===== src/rtl/id_insn_buffer_pkg.sv =====
// Shared constants and types for the decode-stage instruction buffer.
package id_insn_buffer_pkg;

    // Default geometry of the buffer and of the instruction words it holds.
    localparam int ID_WORD_ADDR_W = 30;
    localparam int ID_WORD_DATA_W = 32;
    localparam int ID_BUF_DEPTH   = 4;

    // What the storage does this cycle: write at the tail, read-advance at the head, or both.
    typedef enum logic [1:0] {
        BUF_OP_IDLE = 2'b00,
        BUF_OP_PUSH = 2'b01,
        BUF_OP_POP  = 2'b10,
        BUF_OP_BOTH = 2'b11
    } buf_op_e;

endpackage


===== src/rtl/id_buf_mem.sv =====
// Entry storage for the instruction buffer: one write port, one asynchronous read port.
module id_buf_mem #(
    parameter int DEPTH  = 4,
    parameter int WIDTH  = 62,
    parameter int ADDR_W = 2
) (
    input  logic              clk,
    input  logic              we,
    input  logic [ADDR_W-1:0] waddr,
    input  logic [WIDTH-1:0]  wdata,
    input  logic [ADDR_W-1:0] raddr,
    output logic [WIDTH-1:0]  rdata
);

    logic [WIDTH-1:0] mem [DEPTH];

    // Contents are never reset; only occupied entries are ever read out.
    always_ff @(posedge clk) begin
        if (we) begin
            mem[waddr] <= wdata;
        end
    end

    assign rdata = mem[raddr];

endmodule


===== src/rtl/id_insn_buffer.sv =====
// Decode-stage instruction buffer: FIFO between IF and the decoder with
// branch-discard, flush, interlock hold and optional empty-buffer bypass.
module id_insn_buffer
    import id_insn_buffer_pkg::*;
#(
    parameter int WORD_ADDR_W = ID_WORD_ADDR_W,
    parameter int WORD_DATA_W = ID_WORD_DATA_W,
    parameter int DEPTH       = ID_BUF_DEPTH,
    parameter int BYPASS      = 0
) (
    input  logic                       clk,
    input  logic                       reset_,
    input  logic                       IFEn,
    input  logic [WORD_ADDR_W-1:0]     IFPC,
    input  logic [WORD_DATA_W-1:0]     IFInsn,
    output logic                       IFReady,
    input  logic                       DecAccept,
    input  logic                       Stall,
    input  logic                       LDHazard,
    input  logic                       BrTaken,
    input  logic                       Flush,
    output logic                       BufEn,
    output logic [WORD_ADDR_W-1:0]     BufPC,
    output logic [WORD_DATA_W-1:0]     BufInsn,
    output logic [$clog2(DEPTH+1)-1:0] BufCount
);

    localparam int PTR_W = (DEPTH > 1) ? $clog2(DEPTH) : 1;
    localparam int CNT_W = $clog2(DEPTH + 1);
    localparam int ENT_W = WORD_ADDR_W + WORD_DATA_W;

    logic [PTR_W-1:0] wr_ptr_q, wr_ptr_d;
    logic [PTR_W-1:0] rd_ptr_q, rd_ptr_d;
    logic [CNT_W-1:0] count_q, count_d;

    logic             buf_empty;
    logic             bypass_act;
    logic             pop;
    logic             push;
    logic             wr_en;
    logic             rd_adv;
    buf_op_e          buf_op;
    logic [ENT_W-1:0] rd_data;

    id_buf_mem #(
        .DEPTH  (DEPTH),
        .WIDTH  (ENT_W),
        .ADDR_W (PTR_W)
    ) u_mem (
        .clk   (clk),
        .we    (wr_en),
        .waddr (wr_ptr_q),
        .wdata ({IFPC, IFInsn}),
        .raddr (rd_ptr_q),
        .rdata (rd_data)
    );

    // Handshake and head presentation; readiness depends on registered count only.
    always_comb begin
        buf_empty  = (count_q == '0);
        bypass_act = (BYPASS != 0) && buf_empty;
        IFReady    = (count_q != CNT_W'(DEPTH));
        BufEn      = bypass_act ? IFEn : !buf_empty;
        pop        = BufEn && DecAccept && !Stall && !LDHazard && !Flush;
        push       = IFEn && IFReady && !Flush && !(pop && BrTaken);
        // A word that passes straight through to the decoder is never stored.
        wr_en      = push && !(bypass_act && pop);
        rd_adv     = pop && !bypass_act;
        buf_op     = buf_op_e'({rd_adv, wr_en});
        if (bypass_act) begin
            BufPC   = IFPC;
            BufInsn = IFInsn;
        end else if (buf_empty) begin
            // Empty stale entries are masked so an empty buffer always reads as zero.
            BufPC   = '0;
            BufInsn = '0;
        end else begin
            BufPC   = rd_data[ENT_W-1:WORD_DATA_W];
            BufInsn = rd_data[WORD_DATA_W-1:0];
        end
        BufCount   = count_q;
    end

    // Next pointer/count: flush beats branch-discard, which beats normal push/pop.
    always_comb begin
        wr_ptr_d = wr_ptr_q;
        rd_ptr_d = rd_ptr_q;
        count_d  = count_q;
        if (Flush) begin
            wr_ptr_d = '0;
            rd_ptr_d = '0;
            count_d  = '0;
        end else if (pop && BrTaken) begin
            // Head consumed, every younger entry dropped; push is already suppressed.
            rd_ptr_d = wr_ptr_q;
            count_d  = '0;
        end else begin
            case (buf_op)
                BUF_OP_PUSH: begin
                    wr_ptr_d = wr_ptr_q + PTR_W'(1);
                    count_d  = count_q + CNT_W'(1);
                end
                BUF_OP_POP: begin
                    rd_ptr_d = rd_ptr_q + PTR_W'(1);
                    count_d  = count_q - CNT_W'(1);
                end
                BUF_OP_BOTH: begin
                    wr_ptr_d = wr_ptr_q + PTR_W'(1);
                    rd_ptr_d = rd_ptr_q + PTR_W'(1);
                end
                default: ;
            endcase
        end
    end

    // State registers with asynchronous clear.
    always_ff @(posedge clk or negedge reset_) begin
        if (!reset_) begin
            wr_ptr_q <= '0;
            rd_ptr_q <= '0;
            count_q  <= '0;
        end else begin
            wr_ptr_q <= wr_ptr_d;
            rd_ptr_q <= rd_ptr_d;
            count_q  <= count_d;
        end
    end

endmodule

===== config.mk =====
export PLATFORM = sky130hd
export DESIGN_NAME = id_insn_buffer
export DESIGN_NICKNAME = d
export VERILOG_FILES = /design/src/rtl/id_insn_buffer_pkg.sv /design/src/rtl/id_buf_mem.sv /design/src/rtl/id_insn_buffer.sv
export SDC_FILE = /design/constraint.sdc
export NUM_CORES = 1
export LEC_CHECK = 0
export BUFFER_PORTS_ARGS = -buffer_cell sky130_fd_sc_hd__buf_4
export CORE_MARGIN = 2
export CORE_UTILIZATION = 40
export CTS_BUF_LIST = sky130_fd_sc_hd__clkbuf_8
export CTS_CLUSTER_SIZE = 14
export DETAILED_ROUTE_END_ITERATION = 6
export PLACE_DENSITY = 0.63
export SYNTH_ARGS = -nofsm -noshare
export SYNTH_HDL_FRONTEND = slang
export SYNTH_HIERARCHICAL = 1
export SYNTH_SLANG_ARGS = --single-unit

===== constraint.sdc =====
create_clock -name clk -period 8.3 [get_ports clk]
set_input_delay 0.415 -clock clk [delete_from_list [all_inputs] [get_ports clk]]
set_output_delay 0.415 -clock clk [all_outputs]
set_load 0.01 [all_outputs]

* After elaboration in Yosys (flattened, before gate mapping)
Memory sizes are Yosys's and may differ from the RTL's.
Index checks and enable logic that the tools add are counted.
** Storage, ports and cells
- Register bits :: 7
- RAM bits :: 248
- Input port bits :: 70
- Output and inout bits :: 67
- Memories kept :: 1
** Operators by class
- Add/sub/neg operators :: 4
- Equal/unequal tests :: 5
- Mux-type cells :: 13
- Reductions and logical operators :: 20
** Memories
- u_mem.mem :: words 4, width 62, rd ports 1, clocked after memory_dff 0, wr ports 1, RTL line id_buf_mem.sv:15 : logic [WIDTH-1:0] mem [DEPTH];
** Operators with widths (number)
- two-way mux 32 bit :: 1
- two-way mux 30 bit :: 1
- two-way mux 2 bit :: 6
- logical AND 1 bit :: 8
- two-way mux 3 bit :: 2
- one-hot mux 3 bit (2 select lines) :: 1
- logical NOT 1 bit :: 5
- adder 2 x 1 -> 2 bit, second input constant :: 2
- == test 2 bit, second input constant :: 2
- nonzero test 4 bit :: 1
- OR reduction 2 bit :: 2
- adder 3 x 1 -> 3 bit, second input constant :: 1
- logical NOT 3 bit :: 1
- != test 3 bit, second input constant :: 1
- nonzero test 3 bit :: 1
- subtractor 3 x 1 -> 3 bit, second input constant :: 1
- == test 2 x 1 -> 1 bit, second input constant :: 1
- two-way mux 1 bit :: 2
- != test 2 bit, second input constant :: 1
- AND reduction 2 bit :: 1
- nonzero test 2 bit :: 1

* Logic depth before layout (Yosys ltp)
- Word-level depth :: 14
- Mapped depth :: 9

* By module
The synthesis kept the hierarchy.
** Modules (own cells, without submodules)
- id_buf_mem :: instances 1, cells each 328, area each 9047.4 sq um
- id_insn_buffer :: instances 1, cells each 126, area each 939.7 sq um

* Worst setup path before layout
No wires, ideal clock.
- Path type :: register to register
- Start :: register count_q[2], in the netlist BufCount[2]
- End :: memory u_mem.mem[0][0] (enable)
- Setup time :: 571 ps
- Data arrival time :: 5596 ps
- Required time :: 7729 ps
- Slack :: 2133 ps
- Stages on the path, launching flop included :: 5
- Path through :: dfrtp_1 or3b_4 nand2_1 nor2_1 nor3b_1
** On the way
- Elaborated cells between the ends (all ways) :: 14
- Those cells by class :: eq/ne: 1; mux: 2; reduce/logical: 11
** RTL lines
- start: declaration :: RTL line id_insn_buffer.sv:34 : logic [CNT_W-1:0] count_q, count_d;
- start signal: assignment :: RTL line id_insn_buffer.sv:125 : count_q <= count_d;
- != test 3 bit :: RTL line id_insn_buffer.sv:62 : IFReady = (count_q != CNT_W'(DEPTH));
- via IFReady :: RTL line id_insn_buffer.sv:16 : output logic IFReady,
- logical AND 1 bit (3 in a row) :: RTL line id_insn_buffer.sv:65 : push = IFEn && IFReady && !Flush && !(pop && BrTaken);
- via push :: RTL line id_insn_buffer.sv:39 : logic push;
- two-way mux 1 bit :: RTL line id_buf_mem.sv:19 : if (we) begin
- two-way mux 1 bit (not written as such) :: RTL line id_buf_mem.sv:20 : mem[waddr] <= wdata;
- end: declaration :: RTL line id_buf_mem.sv:15
The timed path passes the listed nets, and every way through them passes these cells.

* Worst setup path after layout
- Start :: register rd_ptr_q[0]
- End :: output BufInsn[0]
** On the way
- Longest elaborated chain between the ends :: 2
** RTL lines
- start: declaration :: RTL line id_insn_buffer.sv:33 : logic [PTR_W-1:0] rd_ptr_q, rd_ptr_d;
- start signal: assignment :: RTL line id_insn_buffer.sv:124 : rd_ptr_q <= rd_ptr_d;
- memory (4 x 62 bit)
- via rd_data[0] :: RTL line id_insn_buffer.sv:43 : logic [ENT_W-1:0] rd_data;
- two-way mux 32 bit :: RTL line id_insn_buffer.sv:73 : end else if (buf_empty) begin
- end: declaration :: RTL line id_insn_buffer.sv:24 : output logic [WORD_DATA_W-1:0] BufInsn,
The timed path passes the listed nets, and every way through them passes these cells.

==> summary.md <==
| Metric | Value |
|---|---|
| Drt wl/cell | between 15 and 20 um |
| Crit path kind | flop to output port |
| Worst Setup Start Kind | flop |
| Post-synth EDFFs | around 250 |
| Hold Path End | u_mem/mem[2][8] |
| Post-CTS setup buffer count | 0 |
| Routed Antenna Nets | 0 |
| Yosys warns | 6 |
| Drt total wl | approximately 19 mm |
| Most common cell after layout, fill and taps aside | edfxtp_1 |
| Pwr dens | between 200 and 250 nW/um2 |
| Worst EP required | 7.89 ns |
| Vias in the first global route | around 5300 |
| Synth unique cells | 41 |
| Syn nets | 525 |
| Starting Density | about two fifths |
| Final Util | between 40% and 50% |
| Gr ovfl total | 0 |
| Core area | approximately 24000 um2 |
| Largest net degree at the start of global routing | 66 |
| Reg2reg path depth | 8 |
| Total number of vias | 4933 |
| RSZ-0062 raised after global routing | no |
| Vias per inst | roughly 5.1 |
| Hpwl dp | roughly 10 mm |
| Slew @ Worst Pin | a little over 1 ns |
| WHS | ~0.082 ns |
| Peak supply drop | between 100 and 150 uV |
| Cells after Synth | 454 |
| First-pass GRT wire length | between 20 and 30 mm |
| Setup_tns | 0 ns |
| DR iter-0 viols | ~350 |
| DRT Pass-1 Iters | 5 |
| Slew Viols, Final | 0 |
| FMAX | ~290 MHz |
| Area delta synth->final | 20.7% |
| Max FO, Critical Path | 42 |
| I/O pin total | 137 |
| Worst r2r src | BufCount[0] |
| Total CTS buffers | 43 |
| Row count | 57 |
| Final setup viols | 0 |
| Nets | slightly below 700 |
| DP Worst Slack | 5.30 ns |
| Syn avg cell area | ~22 um2 |
| Clock transition at the registers of the reported paths | around 0.060 ns |
| Outcome | finished, final reports clean |
| Worst-Skew Late Latency | 0.53 ns |
| Synth Register Bits | about 260 |
| Leakage dissipation | 4.13 nW |
| CTS Hold Bufs | 1 |
| Slew headroom | between 30% and 40% |
| Fin crit share | between 40% and 50% |
| Critical path arrival | about 3.0 ns |
| FF-to-FF End | BufCount[2] |
| CTS Sinks | between 200 and 300 |
| Post-synthesis sequential area ratio | between 70% and 80% |
| Share of layout cells above drive strength 1 | a little over two fifths |
| Clock buffer depth | 3 |
| Clk_skew | around 0.018 ns |
| Synthesized area | 9990 um2 |
| Hold Crit Start | IFInsn[8] |
| Synth Flop Type | edfxtp_1 |
| Area after DPL | 11300 um2 |
| Commonest non-fill, non-tap cells in the layout | edfxtp_1, buf_4, and2_1 |
| Die X-Extent | about 160 um |
| Fin. Hold Viols | 0 |
| Crit path time final | 3.41 ns |
| DIE AREA | 26200 um2 |
| Initial antenna violation count | 0 |
| Critical Path End Type | output port |
| Post-route DRC | 0 |
| Clock Root Buffer | clkbuf_8 |
| Max cap viols | 0 |
| Worst min path class | input port to flop |
| CTS tree | yes |
| IO buf count | 136 |
| Hold Path Stages | 1 |
| ANT cells | 0 |
| Fin worst setup slack | 4.89 ns |
| Post-CTS sizing | 0 |
| Total track usage | approximately 15% |
| H-tree levels | 2 |
| R2R setup slack | 5.49 ns |
| Final Cell Area | around 12000 um2 |
| Die height | 162 um |
| Gp weighted congestion | approximately 0.69 |
| FFs w/ async S/R, synth | approximately 2.7% |
## power breakdown
group	total (mW)	internal (mW)	switching, mW
registers	1.45	1.44	0.00959
clock network	0.998	0.527	0.471
logic	0.183	0.0922	0.0903
total	2.63	2.06	0.571
## critical path: stages, from the launching register on
cell     delay, ns
dfrtp_4       0.72
buf_4         0.78
mux4_1        0.65
and2_1        0.16
buf_4         0.14
## kinds of logic after synthesis
| logic type | share of synthesized area (%) |
|---|---|
| flip-flops | 76.3 |
| AND/OR/NAND/NOR | 6.10 |
| multiplexers | 14.3 |
| buffers and inverters | 2.14 |
| AO/OA/AOI/OAI | 0.877 |
| XOR/XNOR | 0.0877 |
| adder cells (fa/ha/maj) | 0.200 |
## stage by stage
step	total power [mW]	cells
2_1_floorplan	1.57	454
3_3_place_gp	1.66	895
3_5_place_dp	1.67	895
4_1_cts	2.67	973
5_1_grt	2.74	973
6_report	2.63	973
## registers in the layout, summed over array words and instances, names as in the netlist
register	cells
u_mem/mem	248
rd_ptr_q	2
BufCount	3
wr_ptr_q	2
## synth_stat cells (3+ instances only)
cell type,instances,area [um2]
nand2_1,4,15.0
o21ai_0,3,15.0
nor3_1,4,20.0
buf_2,6,30.0
clkbuf_1,9,33.8
nor2_1,6,22.5
a21oi_1,3,15.0
dfrtp_1,7,175
buf_12,6,120
mux4_2,60,1350
edfxtp_1,248,7450
or3_1,3,18.8
and2_1,62,388
## worst max path at each step
stage,startpoint,endpoint,slack [ns]
2_1_floorplan,BufCount[2],u_mem/mem[0][0],2.13
3_3_place_gp,rd_ptr_q[0],BufPC[29],5.33
3_5_place_dp,rd_ptr_q[0],BufInsn[0],5.30
4_1_cts,rd_ptr_q[0],BufInsn[0],4.70
5_1_grt,rd_ptr_q[0],BufInsn[0],4.56
6_report,rd_ptr_q[0],BufInsn[0],4.89
## area by class of cell
cell class / count / area (um2)
Clock inverter: 33 / 173
Sequential cell: 255 / 7630
Fill cell: 2030 / 12300
Multi-Input combinational cell: 174 / 2170
Inverter: 2 / 7.51
Clock buffer: 44 / 606
Tap cell: 324 / 405
Timing Repair Buffer: 141 / 1060
## layer usage
layer  GRT usage (%)  vias up  share of wire, %
li1                -     2187                 -
met1            18.6     2562                42
met4            5.31        0               2.3
met3            3.35       40               5.5
met2            25.2      144                50
met5               0        -                 0
No activity file was read; power rests on OpenSTA's default activity.
